===== config.mk =====
export PLATFORM = sky130hd
export DESIGN_NAME = share_align_3n_flat
export DESIGN_NICKNAME = d
export VERILOG_FILES = /design/src/rtl/share_align_3n_if.sv /design/src/rtl/share_align_3n.sv /design/src/flat_wrapper.sv
export SDC_FILE = /design/constraint.sdc
export NUM_CORES = 1
export LEC_CHECK = 0
export CELL_PAD_IN_SITES_DETAIL_PLACEMENT = 1
export CELL_PAD_IN_SITES_GLOBAL_PLACEMENT = 1
export CORE_MARGIN = 10
export CORE_UTILIZATION = 42
export DETAILED_ROUTE_END_ITERATION = 8
export GPL_ROUTABILITY_DRIVEN = 0
export PLACE_DENSITY = 0.9
export SLEW_MARGIN = 25
export SYNTH_ARGS = -nofsm -noshare
export SYNTH_HDL_FRONTEND = slang
export SYNTH_SLANG_ARGS = --single-unit

===== constraint.sdc =====
create_clock -name clk -period 4.05 [get_ports clk]
set_input_delay 0.81 -clock clk [delete_from_list [all_inputs] [get_ports clk]]
set_output_delay 0.81 -clock clk [all_outputs]
set_load 0.005 [all_outputs]

===== src/rtl/share_align_3n_if.sv =====
// Bundle of the three share handshakes, flush and the presented sharing.
// Build option SHARE_ALIGN_REFRESH_EN adds the rnd refresh input.
interface share_align_3n_if #(
  parameter int unsigned N = 8
);
  logic         in0_valid;
  logic         in0_ready;
  logic [N-1:0] in0_data;
  logic         in1_valid;
  logic         in1_ready;
  logic [N-1:0] in1_data;
  logic         in2_valid;
  logic         in2_ready;
  logic [N-1:0] in2_data;
  logic         flush;
  logic         out_valid;
  logic         out_ready;
  logic [N-1:0] y0;
  logic [N-1:0] y1;
  logic [N-1:0] y2;
`ifdef SHARE_ALIGN_REFRESH_EN
  logic [2*N-1:0] rnd;
`endif

  // Upstream/downstream side (drives shares, flush and consume)
  modport master (
`ifdef SHARE_ALIGN_REFRESH_EN
    output rnd,
`endif
    output in0_valid, in0_data, in1_valid, in1_data, in2_valid, in2_data,
    output flush, out_ready,
    input  in0_ready, in1_ready, in2_ready, out_valid, y0, y1, y2
  );

  // Aligner side
  modport slave (
`ifdef SHARE_ALIGN_REFRESH_EN
    input  rnd,
`endif
    input  in0_valid, in0_data, in1_valid, in1_data, in2_valid, in2_data,
    input  flush, out_ready,
    output in0_ready, in1_ready, in2_ready, out_valid, y0, y1, y2
  );
endinterface


===== src/rtl/share_align_3n.sv =====
// Capture stage ahead of the 3-share recombination XOR: collects three
// Boolean shares on independent handshakes and presents them together,
// from registers, only once all three are held.
// Build option SHARE_ALIGN_REFRESH_EN re-masks the shares with rnd in ALIGN.
module share_align_3n #(
  parameter int unsigned N = 8
) (
  input  logic                   clk,
  input  logic                   rst,
  share_align_3n_if.slave        sa
);

  localparam int unsigned NSHARE = 3;

  typedef enum logic [1:0] {
    COLLECT = 2'd0,
    ALIGN   = 2'd1,
    PRESENT = 2'd2
  } state_e;

  state_e                       state_q, state_d;
  logic [NSHARE-1:0]            full_q, full_d;
  logic [NSHARE-1:0][N-1:0]     slot_q, slot_d;
  logic [NSHARE-1:0][N-1:0]     y_q, y_d;
  logic                         out_valid_q, out_valid_d;

  logic [NSHARE-1:0]            valid;
  logic [NSHARE-1:0]            ready_c;
  logic [NSHARE-1:0][N-1:0]     data;

  assign valid = {sa.in2_valid, sa.in1_valid, sa.in0_valid};
  assign data  = {sa.in2_data, sa.in1_data, sa.in0_data};

  // A slot is open only while collecting, empty, not flushing and out of reset
  always_comb begin
    for (int k = 0; k < NSHARE; k++) begin
      ready_c[k] = (state_q == COLLECT) && !full_q[k] && !sa.flush && !rst;
    end
  end

  assign sa.in0_ready = ready_c[0];
  assign sa.in1_ready = ready_c[1];
  assign sa.in2_ready = ready_c[2];
  assign sa.out_valid = out_valid_q;
  assign sa.y0        = y_q[0];
  assign sa.y1        = y_q[1];
  assign sa.y2        = y_q[2];

  // Next-state: capture, isolation cycle, present/consume; flush wins
  always_comb begin
    state_d     = state_q;
    full_d      = full_q;
    slot_d      = slot_q;
    y_d         = y_q;
    out_valid_d = out_valid_q;

    if (sa.flush) begin
      state_d     = COLLECT;
      full_d      = '0;
      slot_d      = '0;
      y_d         = '0;
      out_valid_d = 1'b0;
    end else begin
      unique case (state_q)
        COLLECT: begin
          // Registered full flags gate the move, so the last capture is
          // followed by one settled COLLECT cycle before ALIGN.
          if (&full_q) begin
            state_d = ALIGN;
          end
          for (int k = 0; k < NSHARE; k++) begin
            if (valid[k] && ready_c[k]) begin
              slot_d[k] = data[k];
              full_d[k] = 1'b1;
            end
          end
        end
        ALIGN: begin
`ifdef SHARE_ALIGN_REFRESH_EN
          y_d[0] = slot_q[0] ^ sa.rnd[N-1:0];
          y_d[1] = slot_q[1] ^ sa.rnd[2*N-1:N];
          y_d[2] = slot_q[2] ^ sa.rnd[N-1:0] ^ sa.rnd[2*N-1:N];
`else
          y_d    = slot_q;
`endif
          out_valid_d = 1'b1;
          state_d     = PRESENT;
        end
        PRESENT: begin
          if (sa.out_ready) begin
            state_d     = COLLECT;
            full_d      = '0;
            slot_d      = '0;
            y_d         = '0;
            out_valid_d = 1'b0;
          end
        end
        default: begin
          state_d = COLLECT;
        end
      endcase
    end
  end

  // State and datapath registers, cleared asynchronously
  always_ff @(posedge clk or posedge rst) begin
    if (rst) begin
      state_q     <= COLLECT;
      full_q      <= '0;
      slot_q      <= '0;
      y_q         <= '0;
      out_valid_q <= 1'b0;
    end else begin
      state_q     <= state_d;
      full_q      <= full_d;
      slot_q      <= slot_d;
      y_q         <= y_d;
      out_valid_q <= out_valid_d;
    end
  end

endmodule


===== src/flat_wrapper.sv =====
// flat-port wrapper written by rule: the top's interface ports become plain ports
module share_align_3n_flat 
#(
  parameter int unsigned N = 8
)
  (clk, rst, sa_in0_valid, sa_in0_data, sa_in1_valid, sa_in1_data, sa_in2_valid, sa_in2_data, sa_flush, sa_out_ready, sa_in0_ready, sa_in1_ready, sa_in2_ready, sa_out_valid, sa_y0, sa_y1, sa_y2);
  share_align_3n_if #(.N(N)) sa_i ();
  input  logic clk;
  input  logic rst;
  input wire logic [$bits(sa_i.in0_valid)-1:0] sa_in0_valid;
  input wire logic [$bits(sa_i.in0_data)-1:0] sa_in0_data;
  input wire logic [$bits(sa_i.in1_valid)-1:0] sa_in1_valid;
  input wire logic [$bits(sa_i.in1_data)-1:0] sa_in1_data;
  input wire logic [$bits(sa_i.in2_valid)-1:0] sa_in2_valid;
  input wire logic [$bits(sa_i.in2_data)-1:0] sa_in2_data;
  input wire logic [$bits(sa_i.flush)-1:0] sa_flush;
  input wire logic [$bits(sa_i.out_ready)-1:0] sa_out_ready;
  output wire logic [$bits(sa_i.in0_ready)-1:0] sa_in0_ready;
  output wire logic [$bits(sa_i.in1_ready)-1:0] sa_in1_ready;
  output wire logic [$bits(sa_i.in2_ready)-1:0] sa_in2_ready;
  output wire logic [$bits(sa_i.out_valid)-1:0] sa_out_valid;
  output wire logic [$bits(sa_i.y0)-1:0] sa_y0;
  output wire logic [$bits(sa_i.y1)-1:0] sa_y1;
  output wire logic [$bits(sa_i.y2)-1:0] sa_y2;
  assign sa_i.in0_valid = sa_in0_valid;
  assign sa_i.in0_data = sa_in0_data;
  assign sa_i.in1_valid = sa_in1_valid;
  assign sa_i.in1_data = sa_in1_data;
  assign sa_i.in2_valid = sa_in2_valid;
  assign sa_i.in2_data = sa_in2_data;
  assign sa_i.flush = sa_flush;
  assign sa_i.out_ready = sa_out_ready;
  assign sa_in0_ready = sa_i.in0_ready;
  assign sa_in1_ready = sa_i.in1_ready;
  assign sa_in2_ready = sa_i.in2_ready;
  assign sa_out_valid = sa_i.out_valid;
  assign sa_y0 = sa_i.y0;
  assign sa_y1 = sa_i.y1;
  assign sa_y2 = sa_i.y2;
  share_align_3n #(.N(N)) u_core (.clk(clk), .rst(rst), .sa(sa_i));
endmodule

==> impl_metrics.yaml <==
critical_path:
  slowest_stage: "clkdlybuf4s50_1"
  crit_fanout: 11
  critPathKind: "in -> out"
  reg2reg_depth: 5
  required_ps: 3240
  start_kind: "primary input"
  r2r-start: "u_core.state_q[0]"
  max_stage_delay_ps: 560
  cpMostUsedCell: "clkdlybuf4s50_1"
  crit_chain: "clkdlybuf4s50_1 -> buf_4 -> or3_1 -> nor3_1 -> clkdlybuf4s50_1"
  r2r_end: "u_core.sa.y0[4]"
  cp_data_arrival_time_ps: 2530
  regToRegSetupSlack_ps: 2040
  endpoint_kind: "primary output"
worst_hold_path:
  hold-path-endpoint: "u_core.sa.y1[6]"
  holdPathStages: 1
  hold_path_class: "reg -> reg"
  min-delay-start: "u_core.sa.y1[6]"
detailed_routing:
  drtIter0Drc: 114
  wl_per_cell_um: 20.4
  drc: 0
  drt-vias-per-instance: 5.88
  drt_first_pass_iters: 4
  routed_wl_um: 7330
  vias: 2115
  detail-route-antenna-nets: 0
die:
  num_io_pins: 59
  initial_core_util_pct: 43.8
  rows: 28
  die-area_sq_um: 9850
  core_sq_um: 6030
  chipHeight_um: 99.3
  die_width_um: 99.3
grt:
  grt_util_all_layers_pct: 14.9
  grt_max_degree: 47
  grt_pass1_wl_um: 12200
  grt_pass1_vias: 2314
  grt-ovfl-total: 0
  antenna_found_initial: 0
cts:
  cts_tree: "built"
  cts_resized: 0
  cts_buffers: 5
  ctsHoldBuffers: 0
  post-cts-setup-buffer-count: 0
  cts-root-buf: "clkbuf_8"
  clock_path_buffers: 2
  htreeDepth: 2
  cts.sinks: 54
  clk_pin_slew_ps: 90
  clk_latency_ps: 310
place:
  io_buffer_count: 58
  place_ws_ps: 711
  dpl_cell_area_sq_um: 3220
  dp_hpwl_um: 4920
timing:
  worst_pin_slew_ps: 983
  clock.fmax_mhz: 300
  rsz0062_at_grt: "no"
  relSlewSlack_pct: 34.5
  period_minus_slack_ps: 3340
  fin_crit_sh_pct: 82.4
  setup_ws_ps: 713
  final.setup_skew_ps: 6.55
  setup_viol: 0
  hold_viol: 0
  fin_setup_tns_ps: 0
  final_max_slew_viol_count: 0
yosys:
  syn_area_sq_um: 2640
  synth_cell_type_count: 24
  synth_cells: 239
  yosys_warnings: 0
  ys_seq_area_share_pct: 51.2
  ys_seq_elements: 54
  synth_nets: 270
  synth.avg_cell_area_sq_um: 11.0
power:
  leakagePower_uw: 0.00180
  p_per_area_nw_per_um2: 293
  ir_worst_vdd_v: 0.000186
run:
  cap_violations: 0
final_layout:
  antenna_cells: 0
  final_layout_size_suffix_gt1_share_pct: 5.26
  nets: 316
  final_area_sq_um: 3290
  area_delta_synth_final_pct: 24.8
outcome:
  status: "finished, final reports clean"
power breakdown:
| part | switching [uW] | internal, uW |
|---|---|---|
| clock | 173 | 120 |
| sequential | 11.6 | 553 |
| combinational | 55.8 | 51.9 |
| total | 241 | 724 |
kinds of logic (layout without fill, tap and decap cells):
logic type	after synthesis	after routing	share of synthesized area (%)
AOI/OAI and AO/OA	57	57	17.4
buffers and inverters	48	94	8.72
and+or+nand+nor	80	80	22.7
DFF	54	54	51.2
cells in the mapped netlist (all sizes together):
cell	count	area, sq um
dfrtp	54	1350
a211o	24	210
and4b	24	240
inv	22	82.6
nor3	22	110
a22o	15	131
buf	15	106
clkbuf	11	41.3
a21o	10	75.1
and4	9	78.8
nand2b	5	31.3
or3	5	31.3
a21oi	4	20.0
nor2	3	11.3
nor4	3	18.8
o21ai	3	15.0
or3b	3	26.3
and4bb	2	25.0
and3	1	6.26
nand3	1	5.00
nand3b	1	7.51
nor2b	1	6.26
o21a	1	7.51
final cells by class:
class                      instances  area (sq um)
clock buffer                       7          76.3
fill                             665          2730
inverter                          22          82.6
multi-input combinational        137          1060
sequential                        54          1350
tap                               75          93.8
timing repair buffer              65           633
how the worst max path moves through the flow:
stage              endpoint      from
3_5_place_dp   sa_in1_ready  sa_flush
6_report       sa_in1_ready  sa_flush
2_1_floorplan  sa_in0_ready  sa_flush
3_3_place_gp   sa_in2_ready  sa_flush
5_1_grt        sa_in1_ready  sa_flush
4_1_cts        sa_in1_ready  sa_flush
cell usage in the layout (no fill, tap or decap), drive strengths merged:
cell type and count:
clkdlybuf4s50 58, dfrtp 54, and4b 24, a211o 24
nor3 22, inv 22, a22o 15, a21o 10
and4 9, buf 7, clkbuf 7, nand2b 5
or3 5, a21oi 4, nor2 3, or3b 3
nor4 3, o21ai 3, and4bb 2, nand3b 1
and3 1, nor2b 1, o21a 1, nand3 1
per-stage QoR:
| step | std cells | util, % | hold WS [ps] | power [uW] |
|---|---|---|---|---|
| floorplan | 239 | - | 466 | 632 |
| global placement | 353 | 53.4 | 461 | 677 |
| detailed placement | 353 | 53.4 | 469 | 683 |
| CTS | 360 | 54.7 | 490 | 974 |
| global route | 360 | 54.7 | 508 | 1000 |
| finish | 360 | 54.7 | 482 | 965 |
routing by layer:
layer | part of all wire, % | up-vias | track usage, %
met2 | 52 | 43 | 26.5
li1 | - | 976 | -
met4 | 1.0 | 0 | 4.63
met3 | 4.3 | 5 | 3.39
met5 | 0 | - | 0
met1 | 43 | 1091 | 17.2
worst max-delay path: cells and delay by family:
kind	cells	cell delay, ps
and+or+nand+nor	2	580
buffers and inverters	3	1140
registers in the layout (all words and copies together), names as in the netlist:
name / flops
u_core.slot_q: 24
u_core.sa.y0: 8
u_core.sa.y2: 8
u_core.sa.out_valid: 1
u_core.state_q: 2
u_core.full_q: 3
u_core.sa.y1: 8
Note: power is estimated with default switching activity, not from simulation.
